**src/rtl/data_cache_ctrl.sv**
```systemverilog
// Direct-mapped, write-back, write-allocate data cache between the CPU MEM stage and
// block-oriented data memory. Stalls the CPU through busywait while a line is evicted or refilled.
module data_cache_ctrl #(
    parameter int INDEX_BITS = 3
) (
    input  logic         CLK,
    input  logic         RESET,
    input  logic         read,
    input  logic         write,
    input  logic [31:0]  address,
    input  logic [31:0]  writedata,
    output logic [31:0]  readdata,
    output logic         busywait,
    output logic         mem_read,
    output logic         mem_write,
    output logic [27:0]  mem_address,
    output logic [127:0] mem_writedata,
    input  logic [127:0] mem_readdata,
    input  logic         mem_busywait,
    output logic [1:0]   fsm_state
);

    localparam int LINES    = 1 << INDEX_BITS;
    localparam int TAG_BITS = 28 - INDEX_BITS;

    typedef enum logic [1:0] {
        IDLE      = 2'd0,
        WRITEBACK = 2'd1,
        ALLOCATE  = 2'd2,
        UPDATE    = 2'd3
    } state_t;

    // Handshake with memory: mem_read/mem_write is a request held steady until the
    // edge at which mem_busywait is sampled low; that edge completes the transfer.
    state_t                state;
    logic [LINES-1:0]      valid;
    logic [LINES-1:0]      dirty;
    logic [TAG_BITS-1:0]   tags [LINES];
    logic [127:0]          data [LINES];
    logic [127:0]          fill_block;
    logic [27:0]           miss_block;

    logic [INDEX_BITS-1:0] idx;
    logic [TAG_BITS-1:0]   tag;
    logic [1:0]            word;
    logic [INDEX_BITS-1:0] miss_idx;
    logic [TAG_BITS-1:0]   miss_tag;
    logic                  hit;
    logic                  request;
    logic                  unused_byte_offset;

    assign idx                = address[INDEX_BITS+3:4];
    assign tag                = address[31:INDEX_BITS+4];
    assign word               = address[3:2];
    assign miss_idx           = miss_block[INDEX_BITS-1:0];
    assign miss_tag           = miss_block[27:INDEX_BITS];
    assign unused_byte_offset = ^address[1:0];

    assign request   = read || write;
    assign hit       = valid[idx] && (tags[idx] == tag);
    assign busywait  = request && (!hit || state != IDLE);
    assign readdata  = hit ? data[idx][{word, 5'b00000} +: 32] : 32'd0;
    assign fsm_state = state;

    always_ff @(posedge CLK) begin
        if (RESET) begin
            state         <= IDLE;
            valid         <= '0;
            dirty         <= '0;
            mem_read      <= 1'b0;
            mem_write     <= 1'b0;
            mem_address   <= '0;
            mem_writedata <= '0;
            miss_block    <= '0;
        end else begin
            case (state)
                IDLE: begin
                    if (write && hit) begin
                        data[idx][{word, 5'b00000} +: 32] <= writedata;
                        dirty[idx]                        <= 1'b1;
                    end else if (request && !hit) begin
                        // Latch the missing block so a wandering request cannot corrupt the refill.
                        miss_block <= address[31:4];
                        if (valid[idx] && dirty[idx]) begin
                            state         <= WRITEBACK;
                            mem_write     <= 1'b1;
                            mem_address   <= {tags[idx], idx};
                            mem_writedata <= data[idx];
                        end else begin
                            state       <= ALLOCATE;
                            mem_read    <= 1'b1;
                            mem_address <= address[31:4];
                        end
                    end
                end
                WRITEBACK: begin
                    if (!mem_busywait) begin
                        mem_write <= 1'b0;
                        if (request) begin
                            state       <= ALLOCATE;
                            mem_read    <= 1'b1;
                            mem_address <= miss_block;
                        end else begin
                            state <= IDLE;
                        end
                    end
                end
                ALLOCATE: begin
                    if (!mem_busywait) begin
                        mem_read   <= 1'b0;
                        fill_block <= mem_readdata;
                        state      <= UPDATE;
                    end
                end
                UPDATE: begin
                    data[miss_idx]  <= fill_block;
                    tags[miss_idx]  <= miss_tag;
                    valid[miss_idx] <= 1'b1;
                    dirty[miss_idx] <= 1'b0;
                    state           <= IDLE;
                end
                default: state <= IDLE;
            endcase
        end
    end

endmodule

```
**config.mk**
```make
export PLATFORM = sky130hd
export DESIGN_NAME = data_cache_ctrl
export DESIGN_NICKNAME = d
export VERILOG_FILES = /design/src/rtl/data_cache_ctrl.sv
export SDC_FILE = /design/constraint.sdc
export NUM_CORES = 2
export LEC_CHECK = 0
export ABC_AREA = 1
export BUFFER_PORTS_ARGS = -buffer_cell sky130_fd_sc_hd__buf_4
export CAP_MARGIN = 20
export CORE_MARGIN = 8
export CORE_UTILIZATION = 63
export CTS_BUF_LIST = sky130_fd_sc_hd__clkbuf_4 sky130_fd_sc_hd__clkbuf_8
export DETAILED_ROUTE_END_ITERATION = 10
export PLACE_DENSITY = 0.82
export SYNTH_ARGS = -nofsm -noshare
export SYNTH_HDL_FRONTEND = slang
export SYNTH_SLANG_ARGS = --single-unit
```
**constraint.sdc**
```tcl
create_clock -name CLK -period 8.45 [get_ports CLK]
set_input_delay 0.4225 -clock CLK [delete_from_list [all_inputs] [get_ports CLK]]
set_output_delay 0.4225 -clock CLK [all_outputs]
set_load 0.02 [all_outputs]
```
Word level (Yosys, flattened, before mapping)
Memories as Yosys holds them, arrays and structs flattened.
Index checks and enable logic that the tools add are counted.
{"block": "word_totals", "inputBits": 197, "reg_bits": 332, "mem_bits_ro": 0, "ramBits": 1224, "word_cells": 107, "out_inout_bits": 193, "latchBits": 0, "n_memories": 2}
{"name": "data", "words": 8, "width": 128, "rd": 1, "rd_ports_with_merged_regs": 0, "wr": 1, "line": "39", "text": "logic [127:0] data [LINES];"}
{"name": "tags", "words": 8, "width": 25, "rd": 1, "rd_ports_with_merged_regs": 0, "wr": 1, "line": "38", "text": "logic [TAG_BITS-1:0] tags [LINES];"}
{"block": "classes", "n_mux": 45, "n_div": 0, "shift": 3, "eq_ne": 12, "add_sub_neg": 1, "bitwise": 7, "multipliers": 0, "n_lt_le_gt_ge": 4, "reduce_logical": 24}
{"operator": "$mux 128", "n": 3}
{"operator": "$mux 28", "n": 5}
{"operator": "$reduce_or 128->1", "n": 1}
{"operator": "$shift 32x9->128 const A", "n": 1}
{"operator": "$shiftx 128x8->32", "n": 1}
{"operator": "$shiftx 32x9->128", "n": 1}
{"operator": "$pmux 28 s2", "n": 1}
{"operator": "$mux 32", "n": 1}
{"operator": "$eq 25x25->1", "n": 1}
{"operator": "$mux 1", "n": 19}
{"operator": "$ne 2x2->1 const B", "n": 8}
{"operator": "$or 8x8->8", "n": 2}
{"operator": "$pmux 8 s2", "n": 1}
{"operator": "$mux 2", "n": 6}
{"operator": "$reduce_and 5->1", "n": 2}
{"operator": "$neg 7->9", "n": 1}
{"operator": "$and 8x8->8", "n": 1}
{"operator": "$lt 3x4->1 const B", "n": 2}
{"operator": "$mux 8", "n": 1}
{"operator": "$not 8->8", "n": 1}
{"operator": "$pmux 2 s4", "n": 1}
{"operator": "$reduce_and 4->1", "n": 2}
{"operator": "$logic_and 1x1->1", "n": 7}
{"operator": "$reduce_and 7->1", "n": 1}
{"operator": "16 further kinds", "n": 26}

Depth between registers and ports, before layout
{"block": "depth", "word_depth": 9, "mapped_depth": 23, "ltp_nobuf": 19}

Worst setup path after synthesis
No wires, ideal clock.
{"block": "synth_path", "path_type": "reg2reg", "startpoint": "register state[1], in the netlist fsm_state[1]", "endpoint": "register fill_block[0] (enable)", "arrival_time_ns": 6.191, "path_stages_with_launch": 5, "period_less_slack_ns": 6.807, "slack_ns": 1.643, "setup_ns": 0.616, "path_cell_list": "dfxtp_1 > inv_1 > nor2_1 > nand2_1 > nor2_1"}
{"block": "synth_between", "elab_chain_len": 2}
{"element": "start: declaration", "line": "35", "text": "state_t state;"}
{"element": "start signal: assignment", "line": "67", "text": "state <= IDLE;"}
{"element": "start signal: assignment", "line": "85", "text": "state <= WRITEBACK;"}
{"element": "start signal: assignment", "line": "90", "text": "state <= ALLOCATE;"}
{"element": "$eq 2x2->1", "line": "76", "text": "case (state)"}
{"element": "$reduce_and 3->1 (no source line)"}
{"element": "end signal: assignment", "line": "111", "text": "fill_block <= mem_readdata;"}
{"element": "end: declaration", "line": "40", "text": "logic [127:0] fill_block;"}
Every way passes these cells.
A chain may end at the register's enable or synchronous reset.

Worst setup path in the final report
{"block": "layout_path", "startpoint": "input address[5]", "endpoint": "output readdata[25]"}
{"block": "layout_between", "elab_chain_len": 4, "word_cells_on_any_way": 8, "classes_between": "eq/ne (1); shift (1); mux (3); reduce/logical (1); memory (2)"}
{"element": "start: declaration", "line": "10", "text": "input logic [31:0] address,"}
{"element": "branches (longest 3 deep; another with $mem_v2 8x128)"}
{"element": "$mux 32 *", "line": "62", "text": "assign readdata = hit ? data[idx][{word, 5'b00000} +: 32] : 32'd0;"}
{"element": "end: declaration", "line": "12", "text": "output logic [31:0] readdata,"}
Mark *: on every way between the ends. The select of a mux whose other input is x is not followed.

==> flow_summary.toml <==
[setup_path]
crit_chain = "dlygate4sd3_1 > buf_4 > nand2_2 > inv_1 > nand2_1 > inv_4 > buf_4 > a221oi_1 > nand4_1 > o21ai_0 > inv_1 > o21ai_0 > a21oi_1 > buf_4"
cp_common_cell = "buf_4"
slowest_delay_ns = 0.74
cp.arrival_ns = 5.52
start_kind = "primary input"
critPathTopFamily = "buffers and inverters"
path_buf_inv = 7
cp-end-kind = "output port"
crit_type = "in2out"
path_max_fanout = 50
crit_slowest_cell = "inv_1"
required_ns = 8.03

[detailed_routing]
route.detailed.drc = 0
num_vias = 45600
antenna_left = 0
via_per_inst = 6.51
wire_per_inst_um = 28.6
drt-pass1-iter-count = 8
routed_wl_um = 200000
drt-initial-drc-count = 7762

[yosys]
syn_avg_cell_area_um2 = 12.3
synth_nets = 5177
async_flop_share_pct = 0
yosys_warnings = 0
synthCells = 4975
synth_common_cells = "1352 x edfxtp_1, 1203 x nand2_1, 276 x inv_1"
synth_top_cell_by_area = "edfxtp_1"
synth_top_area_share_pct = 66.2
yosys.cell_count.top_type = "edfxtp_1"
synth_cell_types = 43
synthFlopType = "edfxtp_1"
syn_area_um2 = 61300
synth-seq-cells = 1556
synth_edf_count = 1352
ys_seq_area_share_pct = 72.9
ys_top_cells_by_area = "edfxtp_1 66%, nand2_1 7.4%, dfxtp_1 6.7%, nand4_1 2.4%, a21oi_1 2.2%"

[sta]
skew_ns = 0.0677
finalCritPeriodShare_pct = 70.3
fmax_mhz = 168
slew_headroom_pct = 20.9
min_period_ns = 5.94
tightest_slew_ns = 1.17
setup_viol = 0
setup_tns_ns = 0
hold_viol = 0
drv_slew = 0
rsz0062_at_grt = "false"
worst_slack_ns = 2.51

[floorplan]
io_pins = 390
initial_core_util_pct = 63.5
die_area_um2 = 108000
die_w_um = 328
design.core.area_um2 = 96600
rows = 114
chipHeight_um = 328

[pwr]
power_density_nw_per_um2 = 222
peakVddDrop_v = 0.000162
power.total_uw = 16000
leakagePower_uw = 0.0268

[place]
post-place-ws_ns = 2.46
hpwlAfterDp_um = 124000
routabilityCongestion = 0.904
port_buffers = 387
dp_cells = 6404
postPlaceCellArea_um2 = 65700

[global_route]
grt_pass1_vias = 43000
grt_max_degree = 131
grtUsageTotal_pct = 35.9
grt_pass1_wl_um = 284000
overflow = 0
antenna_found_initial = 10

[status]
status = "finished, final reports clean"

[cts]
cts_buffers = 226
htreeDepth = 4
clk_latency_ns = 0.95
cts_tree = "done"
clock_sinks = 1556
clk_pin_slew_ns = 0.06
cts_root_buffer = "clkbuf_8"
cts_max_path_buffers = 3

[cells_and_area]
final_cells = 7007
syn_to_final_growth_pct = 17.7
final.fill_count = 5588
fin_nets = 5739
post-route-cell-area_um2 = 72200
drive_gt1_share_pct = 17.0

[min_path]
min_path_type = "in2reg"

[job]
drv_cap = 0
-- logic make-up after synthesis --
family          share of synthesized area, %
compound gates                          9.60
fa+ha+maj                              0.102
xor+xnor                              0.0143
flops                                   72.9
buf+inv                                 3.99
simple gates                            13.4
-- registers in the layout, indices dropped and copies added (netlist names) --
| signal | count |
|---|---|
| data | 1024 |
| dirty | 8 |
| fill_block | 128 |
| fsm_state | 2 |
| mem_address | 28 |
| mem_read | 1 |
| mem_write | 1 |
| mem_writedata | 128 |
| miss_block | 28 |
| tags | 200 |
| valid | 8 |
-- tightest hold or removal path, delay by kind of cell --
family / cells / cell delay, ns
AOI/OAI and AO/OA: 1 / 0.14
buffers and inverters: 1 / 0.14
and+or+nand+nor: 1 / 0.12
-- area by class of cell --
class,instances,area [um2],area share (%)
Timing Repair Buffer,657,5380,7.45
Clock inverter,94,813,1.13
Multi-Input combinational cell,2803,14700,20.4
Sequential cell,1556,44700,61.9
Clock buffer,323,3900,5.40
Antenna cell,5,12.5,0.0173
Tap cell,1276,1600,2.21
Inverter,293,1110,1.54
-- timing repair --
action / 4_1_cts / 5_1_grt
hold endpoints to repair: 175 / 0
hold buffers: 156 / 0
resized for setup: 0 / 0
setup buffers: 0 / 0
-- placed cells by master (no fill, tap or decap), drive strengths merged, types with 190 or more instances in the layout --
cell type / n
dfxtp: 204
inv: 304
edfxtp: 1352
nand2: 1207
clkbuf: 343
o21ai: 190
a21oi: 270
nand3: 215
nand4: 234
buf: 481
-- metal layers --
metal	wire length, um	track usage [%]
met1	64300	45.7
met2	87100	52.8
met3	34100	13.0
met4	14600	21.9
met5	55	0
-- power by group --
group / internal [uW] / switching, uW / total, uW / leakage [uW]
logic: 351 / 876 / 1230 / 0.00979
clock network: 3310 / 2940 / 6250 / 0.00249
registers: 8460 / 66.8 / 8520 / 0.0145
total: 12100 / 3880 / 16000 / 0.0268
-- worst paths after layout --
path / startpoint / end / slack [ns] / cells past startpoint
max reg2reg: valid[0] / data[2][37] / 3.67 / 17
min: writedata[28] / data[7][92] / 0.11 / 3
max: address[5] / readdata[25] / 2.51 / 14
min reg2reg: mem_read / mem_read / 0.46 / 2
-- per-stage QoR --
stage | utilization, % | hold slack [ns]
finish | 74.8 | 0.108
global route | 74.8 | 0.0773
CTS | 74.6 | 0.0364
detailed placement | 68.1 | 0.443
global placement | 68.0 | 0.440
floorplan | - | 0.428
(Power assumes the default switching activity.)
